[src/rtl/riscv_pkg.sv]
// Shared RV32 encodings used by the EX stage, plus the multiply/divide FSM encoding.
package riscv_pkg;

  localparam logic [6:0] OP_RTYPE      = 7'b0110011;
  localparam logic [6:0] OP_JAL        = 7'b1101111;
  localparam logic [6:0] OP_JALR       = 7'b1100111;
  localparam logic [6:0] FUNCT7_MULDIV = 7'b0000001;

  localparam logic [2:0] F3_MUL    = 3'b000;
  localparam logic [2:0] F3_MULH   = 3'b001;
  localparam logic [2:0] F3_MULHSU = 3'b010;
  localparam logic [2:0] F3_MULHU  = 3'b011;
  localparam logic [2:0] F3_DIV    = 3'b100;
  localparam logic [2:0] F3_DIVU   = 3'b101;
  localparam logic [2:0] F3_REM    = 3'b110;
  localparam logic [2:0] F3_REMU   = 3'b111;

  typedef logic [1:0] md_state_t;
  localparam md_state_t ST_IDLE = 2'd0;
  localparam md_state_t ST_RUN  = 2'd1;
  localparam md_state_t ST_DONE = 2'd2;

endpackage

[src/rtl/muldiv_step.sv]
// One combinational iteration on the 2*XLEN accumulator: a shift-add multiply step
// (multiplier in the low half) or a restoring-divide step (remainder high, quotient low).
module muldiv_step #(
  parameter int XLEN = 32
) (
  input  logic              is_div,
  input  logic [XLEN-1:0]   b,
  input  logic [2*XLEN-1:0] acc_i,
  output logic [2*XLEN-1:0] acc_o
);

  logic [XLEN:0] sum;
  logic [XLEN:0] rem;
  logic [XLEN:0] diff;

  always_comb begin
    sum  = {1'b0, acc_i[2*XLEN-1:XLEN]} + {1'b0, b};
    // Partial remainder shifted left by one, pulling in the next dividend bit.
    rem  = acc_i[2*XLEN-1:XLEN-1];
    diff = rem - {1'b0, b};
    acc_o = '0;
    if (is_div) begin
      // The remainder stays below b, so diff[XLEN] is exactly the borrow.
      if (!diff[XLEN]) acc_o = {diff[XLEN-1:0], acc_i[XLEN-2:0], 1'b1};
      else             acc_o = {rem[XLEN-1:0],  acc_i[XLEN-2:0], 1'b0};
    end else if (acc_i[0]) begin
      acc_o = {sum, acc_i[XLEN-1:1]};
    end else begin
      acc_o = {1'b0, acc_i[2*XLEN-1:1]};
    end
  end

endmodule

[src/rtl/ex_muldiv_unit.sv]
// Iterative RV32M multiply/divide for the EX stage: stalls the pipe via BusyE while
// iterating and presents ResultE for one cycle with DoneE.
module ex_muldiv_unit
  import riscv_pkg::*;
#(
  parameter int XLEN      = 32,
  parameter int ITER_STEP = 1
) (
  input  logic            clk,
  input  logic            rst_n,
  input  logic            MulDivE,
  input  logic [2:0]      funct3E,
  input  logic [XLEN-1:0] SrcAE,
  input  logic [XLEN-1:0] SrcBE,
  input  logic            KillE,
  output logic            BusyE,
  output logic            DoneE,
  output logic [XLEN-1:0] ResultE,
  output md_state_t       state_dbg
);

  localparam int N_IT = XLEN / ITER_STEP;
  localparam int CW   = $clog2(N_IT) + 1;
  localparam logic [XLEN-1:0] INT_MIN = {1'b1, {(XLEN-1){1'b0}}};

  md_state_t         state_q;
  logic [CW-1:0]     cnt_q;
  logic [2*XLEN-1:0] acc_q;
  logic [XLEN-1:0]   b_q;
  logic              neg_lo_q;
  logic              neg_hi_q;
  logic [2:0]        op_q;

  logic              is_div, a_signed, b_signed, a_neg, b_neg;
  logic [XLEN-1:0]   a_mag, b_mag;
  logic              div_zero, div_ovf, fast, launch;
  logic [2*XLEN-1:0] fast_acc;

  always_comb begin
    is_div   = funct3E[2];
    a_signed = (funct3E == F3_MULH) || (funct3E == F3_MULHSU) ||
               (funct3E == F3_DIV)  || (funct3E == F3_REM);
    b_signed = (funct3E == F3_MULH) || (funct3E == F3_DIV) || (funct3E == F3_REM);
    a_neg    = a_signed & SrcAE[XLEN-1];
    b_neg    = b_signed & SrcBE[XLEN-1];
    a_mag    = a_neg ? -SrcAE : SrcAE;
    b_mag    = b_neg ? -SrcBE : SrcBE;
    div_zero = is_div && (SrcBE == '0);
    div_ovf  = is_div && !funct3E[0] && (SrcAE == INT_MIN) && (SrcBE == '1);
    fast     = div_zero | div_ovf;
    launch   = (state_q == ST_IDLE) && MulDivE && !KillE;
    // Fast results are parked as {remainder, quotient} so DONE reads them like a real divide.
    if (div_zero) fast_acc = {SrcAE, {XLEN{1'b1}}};
    else          fast_acc = {{XLEN{1'b0}}, INT_MIN};
  end

  logic [2*XLEN-1:0] step_out;

  for (genvar g = 0; g < ITER_STEP; g++) begin : g_step
    logic [2*XLEN-1:0] acc_i;
    logic [2*XLEN-1:0] acc_o;
    if (g == 0) begin : g_first
      assign acc_i = acc_q;
    end else begin : g_next
      assign acc_i = g_step[g-1].acc_o;
    end
    muldiv_step #(.XLEN(XLEN)) u_step (
      .is_div (op_q[2]),
      .b      (b_q),
      .acc_i  (acc_i),
      .acc_o  (acc_o)
    );
  end

  assign step_out = g_step[ITER_STEP-1].acc_o;

  always_ff @(posedge clk) begin
    if (!rst_n) begin
      state_q  <= ST_IDLE;
      cnt_q    <= '0;
      acc_q    <= '0;
      b_q      <= '0;
      neg_lo_q <= 1'b0;
      neg_hi_q <= 1'b0;
      op_q     <= '0;
    end else begin
      case (state_q)
        ST_IDLE: begin
          if (launch) begin
            op_q <= funct3E;
            if (fast) begin
              acc_q    <= fast_acc;
              neg_lo_q <= 1'b0;
              neg_hi_q <= 1'b0;
              state_q  <= ST_DONE;
            end else begin
              acc_q    <= {{XLEN{1'b0}}, a_mag};
              b_q      <= b_mag;
              neg_lo_q <= a_neg ^ b_neg;
              neg_hi_q <= a_neg;
              cnt_q    <= '0;
              state_q  <= ST_RUN;
            end
          end
        end
        ST_RUN: begin
          if (KillE) begin
            state_q <= ST_IDLE;
          end else begin
            acc_q <= step_out;
            cnt_q <= cnt_q + 1'b1;
            if (cnt_q == CW'(N_IT - 1)) state_q <= ST_DONE;
          end
        end
        ST_DONE: state_q <= ST_IDLE;
        default: state_q <= ST_IDLE;
      endcase
    end
  end

  logic [2*XLEN-1:0] prod_fix;
  logic [XLEN-1:0]   quot_fix, rem_fix, res;

  always_comb begin
    prod_fix = neg_lo_q ? -acc_q : acc_q;
    quot_fix = neg_lo_q ? -acc_q[XLEN-1:0] : acc_q[XLEN-1:0];
    rem_fix  = neg_hi_q ? -acc_q[2*XLEN-1:XLEN] : acc_q[2*XLEN-1:XLEN];
    case (op_q)
      F3_MUL:                        res = prod_fix[XLEN-1:0];
      F3_MULH, F3_MULHSU, F3_MULHU:  res = prod_fix[2*XLEN-1:XLEN];
      F3_DIV, F3_DIVU:               res = quot_fix;
      default:                       res = rem_fix;
    endcase
  end

  assign BusyE     = rst_n && ((launch && !fast) || (state_q == ST_RUN));
  assign DoneE     = rst_n && (state_q == ST_DONE);
  assign ResultE   = DoneE ? res : '0;
  assign state_dbg = state_q;

endmodule

[config.mk]
export PLATFORM = sky130hd
export DESIGN_NAME = ex_muldiv_unit
export DESIGN_NICKNAME = d
export VERILOG_FILES = /design/src/rtl/riscv_pkg.sv /design/src/rtl/muldiv_step.sv /design/src/rtl/ex_muldiv_unit.sv
export SDC_FILE = /design/constraint.sdc
export NUM_CORES = 1
export LEC_CHECK = 0
export BUFFER_PORTS_ARGS = -buffer_cell sky130_fd_sc_hd__buf_2
export CORE_UTILIZATION = 55
export DETAILED_ROUTE_END_ITERATION = 12
export GPL_TIMING_DRIVEN = 0
export PLACE_DENSITY = 0.81
export RECOVER_POWER = 100
export SYNTH_ARGS = -nofsm -noshare
export SYNTH_HDL_FRONTEND = slang
export SYNTH_SLANG_ARGS = --single-unit
[constraint.sdc]
create_clock -name clk -period 11.6 [get_ports clk]
set_input_delay 2.32 -clock clk [delete_from_list [all_inputs] [get_ports clk]]
set_output_delay 2.32 -clock clk [all_outputs]
set_load 0.01 [all_outputs]
==> results list <==
- Number of gates given a new drive strength after cts: 0
* Number of buffers on the longest clock path: 2
- Worst setup margin: 2.71 ns
- The worst hold path was traced through 2 stages.
* Post-Place Setup Slack: 3.32 ns
- Tmin final: 8.89 ns
* Maximum frequency from static timing analysis: 0.112 GHz
- For this run, global-route usage on met2 was measured as 0.702.
* CP arrival: 6.57 ns
- Across all layers, the routed design uses 15900 vias.
- Worst setup EP type: output port
- On the final layout, the worst clock skew is 0.0144 ns.
- For this configuration, the core starts out at a cell density of 0.566.
* Clock-pin slew of the registers on the worst-case setup and hold paths: 0.08 ns
- TritonCTS clock tree: done
- Hold buffers post-CTS: 0
- Fraction of layout cells with a size suffix above 1: 0.0593
- Summed over all layers, the global routing overflow is 0.
* Worst slew pin tran: 2.03 ns
- Maximum number of pins on one net before global-route repair: 22
- In the final routed layout, each cell accounts on average for 24.9 um.
* Wire length of the first global-routing pass: 85.6 mm
* Die width: 158 um
* Worst slew margin relative to its limit: -0.366
- Of all flip-flops after synthesis, the portion carrying an async set or reset was 0.
* Worst IR Drop VDD: 0.0000808 V
- In this run the most critical hold path is launched from b_q[25]$_SDFFE_PN0P_.
* Worst path required time: 9.28 ns
* Unrepaired setup endpoints after global routing: false
- Max-cap check violation count: 1
* Final number of setup-violating endpoints: 0
- Worst hold-check slack: 0.498 ns
- Cell area after synthesis: 13400 um^2
- Buffers added to address setup during post-CTS repair amount to 0.
* Post-route design area: 14500 um^2
- Detailed placement finished with a half-perimeter wire length of 45.0 mm.
* Antenna diode count: 0
* Switching part of the total: 0.460
- The clock tree synthesis step divided the H-tree into 3 levels.
* Leakage power total: 5.57 nW
- Yosys printed 0 warnings.
* Layout area overhead: 8.72%
- TritonCTS buffer count: 9
* Share of total power in combinational logic: 0.478
* Residual antenna-violating net count after detailed routing: 0
* Clock root cell: sky130_fd_sc_hd__clkbuf_16
- Antenna violations before repair: 1
- Counting every instance in the synthesized netlist gives 1886.
- The path class of the tightest hold or removal check is flop to flop.
* Global Route met3 Usage: 0.114
- Dividing the detail-routed via count by the number of cells gives 6.83.
* Count of final hold-check violations: 0
- The floorplan step set the die height to 158 um.
* Number of iterations in the first detailed-routing pass: 6
- Sequential group share of total power: 0.287
- Violated checks: max-capacitance violations, max-slew violations
- The startpoint identified for the worst register-to-register timing path is acc_q[31]$_SDFFE_PN0P_.
- The number of nets handed over by synthesis was 2029.
- In the final timing run, aggregate negative setup slack is 0 ns.
* Via count of the first global-routing pass: 14600
- The worst setup path is launched from an input pin.
* Post-synth top area share: 0.163
- The run finished, with violations left.
- Clock sink count: 109
* Std-Cell Core Area: 23600 um^2
* Largest fanout of any net on the critical path: 10
* Commonest register cell after synthesis: sky130_fd_sc_hd__dfxtp_1
- Boundary Pins: 107
- Initial DRC count: 1927
- Detailed-route DRC error count: 0
- For this block, the routed nets add up to 57.9 mm of wire.
- Yosys attributes the largest share of cell area to sky130_fd_sc_hd__dfxtp_1 16%, sky130_fd_sc_hd__xnor2_1 8.5%, sky130_fd_sc_hd__ha_1 6.6%.
* Mean instance size in the synthesized netlist: 7.08 um^2
* Sequential-to-total area share from yosys stat: 0.163
- After the last flow step, the layout net total stands at 2145.
* Busiest layer in global routing: met2
- The floorplan step defined a die boundary enclosing 24900 um^2.
- For this design the ratio of total power to cell area is 105 nW/um^2.
* Clock group share of total power: 0.235
* Placer's final routability congestion estimate: 1.06
- Synthesis instantiated 82 different standard cells from the library.
- Of the available clock period, the critical path in the final layout requires 0.767.
- The largest total area in the synthesized netlist belongs to sky130_fd_sc_hd__dfxtp_1.
- Internal Power: 0.000826 W
- Total cell area at the placement stage: 14300 um^2
* Worst setup path category: input pin to output port
* Count of pins over their slew limit: 11
- For this run, the total global-route usage over all layers was measured as 0.462.
- The critical path starts at SrcBE[1].
- Count of flip-flops with a built-in enable after synthesis: 0
* Insertion delay to the later sink of the worst-skew pair: 0.38 ns
* Post-synthesis register bit count: 109
* Filler cell count in the final layout: 2303
- Site row count: 56
- Sw power: 0.000704 W
* PortBufs: 105
- In the global route stage, met1 resource usage came out at 0.559.
- Counting cells, the worst reg-to-reg path comes to 15.
==> sequential cells by signal (all words and copies together), names as in the netlist <==
register	cells
acc_q	64
b_q	32
cnt_q	6
op_q	3
state_dbg	2
neg_hi_q	1
neg_lo_q	1
==> routing by layer <==
layer	share of wire	routed length, um
met5	0	0
met2	0.42	24400
met1	0.37	21700
met3	0.12	6960
met4	0.083	4830
==> per-stage QoR <==
stage / total power (W) / cells / utilization
final: 0.00153 / 2326 / 0.615
after global routing: 0.00158 / 2326 / 0.615
after CTS: 0.00149 / 2326 / 0.619
after detailed placement: 0.00114 / 2310 / 0.605
after global placement: 0.00114 / 2310 / 0.605
after floorplan: 0.000917 / 1886 / -
==> placed cells by master (no fill, tap or decap), types with 71 or more instances in the layout <==
master	synthesis	routed
sky130_fd_sc_hd__xnor2_1	130	130
sky130_fd_sc_hd__buf_2	2	76
sky130_fd_sc_hd__clkbuf_1	124	158
sky130_fd_sc_hd__o21ai_0	146	146
sky130_fd_sc_hd__nor2_1	127	127
sky130_fd_sc_hd__nand2_1	199	200
sky130_fd_sc_hd__xor2_1	71	71
sky130_fd_sc_hd__dfxtp_1	109	109
sky130_fd_sc_hd__a21oi_1	162	162
sky130_fd_sc_hd__inv_1	72	72
==> path summary, 6_finish.rpt <==
path                                          endpoint  slack (ns)
worst max register to register  acc_q[41]$_SDFFE_PN0P_        6.37
worst min register to register    b_q[25]$_SDFFE_PN0P_        0.50
worst min-delay path              b_q[25]$_SDFFE_PN0P_        0.50
worst max-delay path                             BusyE        2.71
==> power by group through the flow <==
| stage | combinational, W | sequential, W | clock [W] |
|---|---|---|---|
| detailed placement | 0.000699 | 0.000445 | 0 |
| floorplan | 0.000488 | 0.000428 | 0 |
| CTS | 0.000702 | 0.000437 | 0.000353 |
| global route | 0.000777 | 0.000440 | 0.000367 |
| global placement | 0.000692 | 0.000444 | 0 |
| finish | 0.000731 | 0.000439 | 0.000359 |
==> cells by family (layout without fill, tap and decap cells) <==
logic type	Yosys count	after routing	synth area share
buf+inv	215	336	0.0621
mux	52	52	0.0394
fa+ha+maj	72	72	0.0686
flops	109	109	0.163
simple gates	603	603	0.220
compound gates	634	634	0.315
xor+xnor	201	201	0.132
==> layout make-up <==
| cell class | count | area [um^2] | area share |
|---|---|---|---|
| buffer | 142 | 554 | 0.0382 |
| clock buffer | 9 | 225 | 0.0155 |
| clock inverter | 7 | 100 | 0.00689 |
| inverter | 73 | 274 | 0.0189 |
| multi-input combinational | 1562 | 10300 | 0.709 |
| sequential | 109 | 2180 | 0.150 |
| tap | 319 | 399 | 0.0275 |
| timing repair buffer | 105 | 487 | 0.0335 |
==> critical path, stage by stage <==
cell	delay [ns]
sky130_fd_sc_hd__clkbuf_1	0.10
sky130_fd_sc_hd__inv_1	0.10
sky130_fd_sc_hd__ha_1	0.17
sky130_fd_sc_hd__or3b_2	0.47
sky130_fd_sc_hd__nor3_1	0.45
sky130_fd_sc_hd__and2_0	0.37
sky130_fd_sc_hd__nand3b_1	0.37
sky130_fd_sc_hd__nor3_1	1.01
sky130_fd_sc_hd__nor2_1	0.44
sky130_fd_sc_hd__nand2_1	0.43
sky130_fd_sc_hd__a21boi_0	0.16
sky130_fd_sc_hd__clkbuf_1	0.17
==> synth_stat cells (all sizes together) (7+ instances only) <==
library cell	instances
a211oi	28
a21boi	18
a21o	29
a21oi	162
a221oi	48
a222oi	9
a22oi	7
a31oi	15
and2	8
and3	8
buf	15
clkbuf	127
dfxtp	109
ha	70
inv	72
mux2i	47
nand2	200
nand2b	22
nand3	50
nand4	25
nor2	127
nor2b	36
nor3	44
nor4	23
o211a	30
o211ai	28
o21a	12
o21ai	149
o21bai	11
o31ai	28
o41ai	13
or2	10
or3	21
or4	13
xnor2	130
xor2	71
Note: power is estimated with default switching activity, not from simulation.
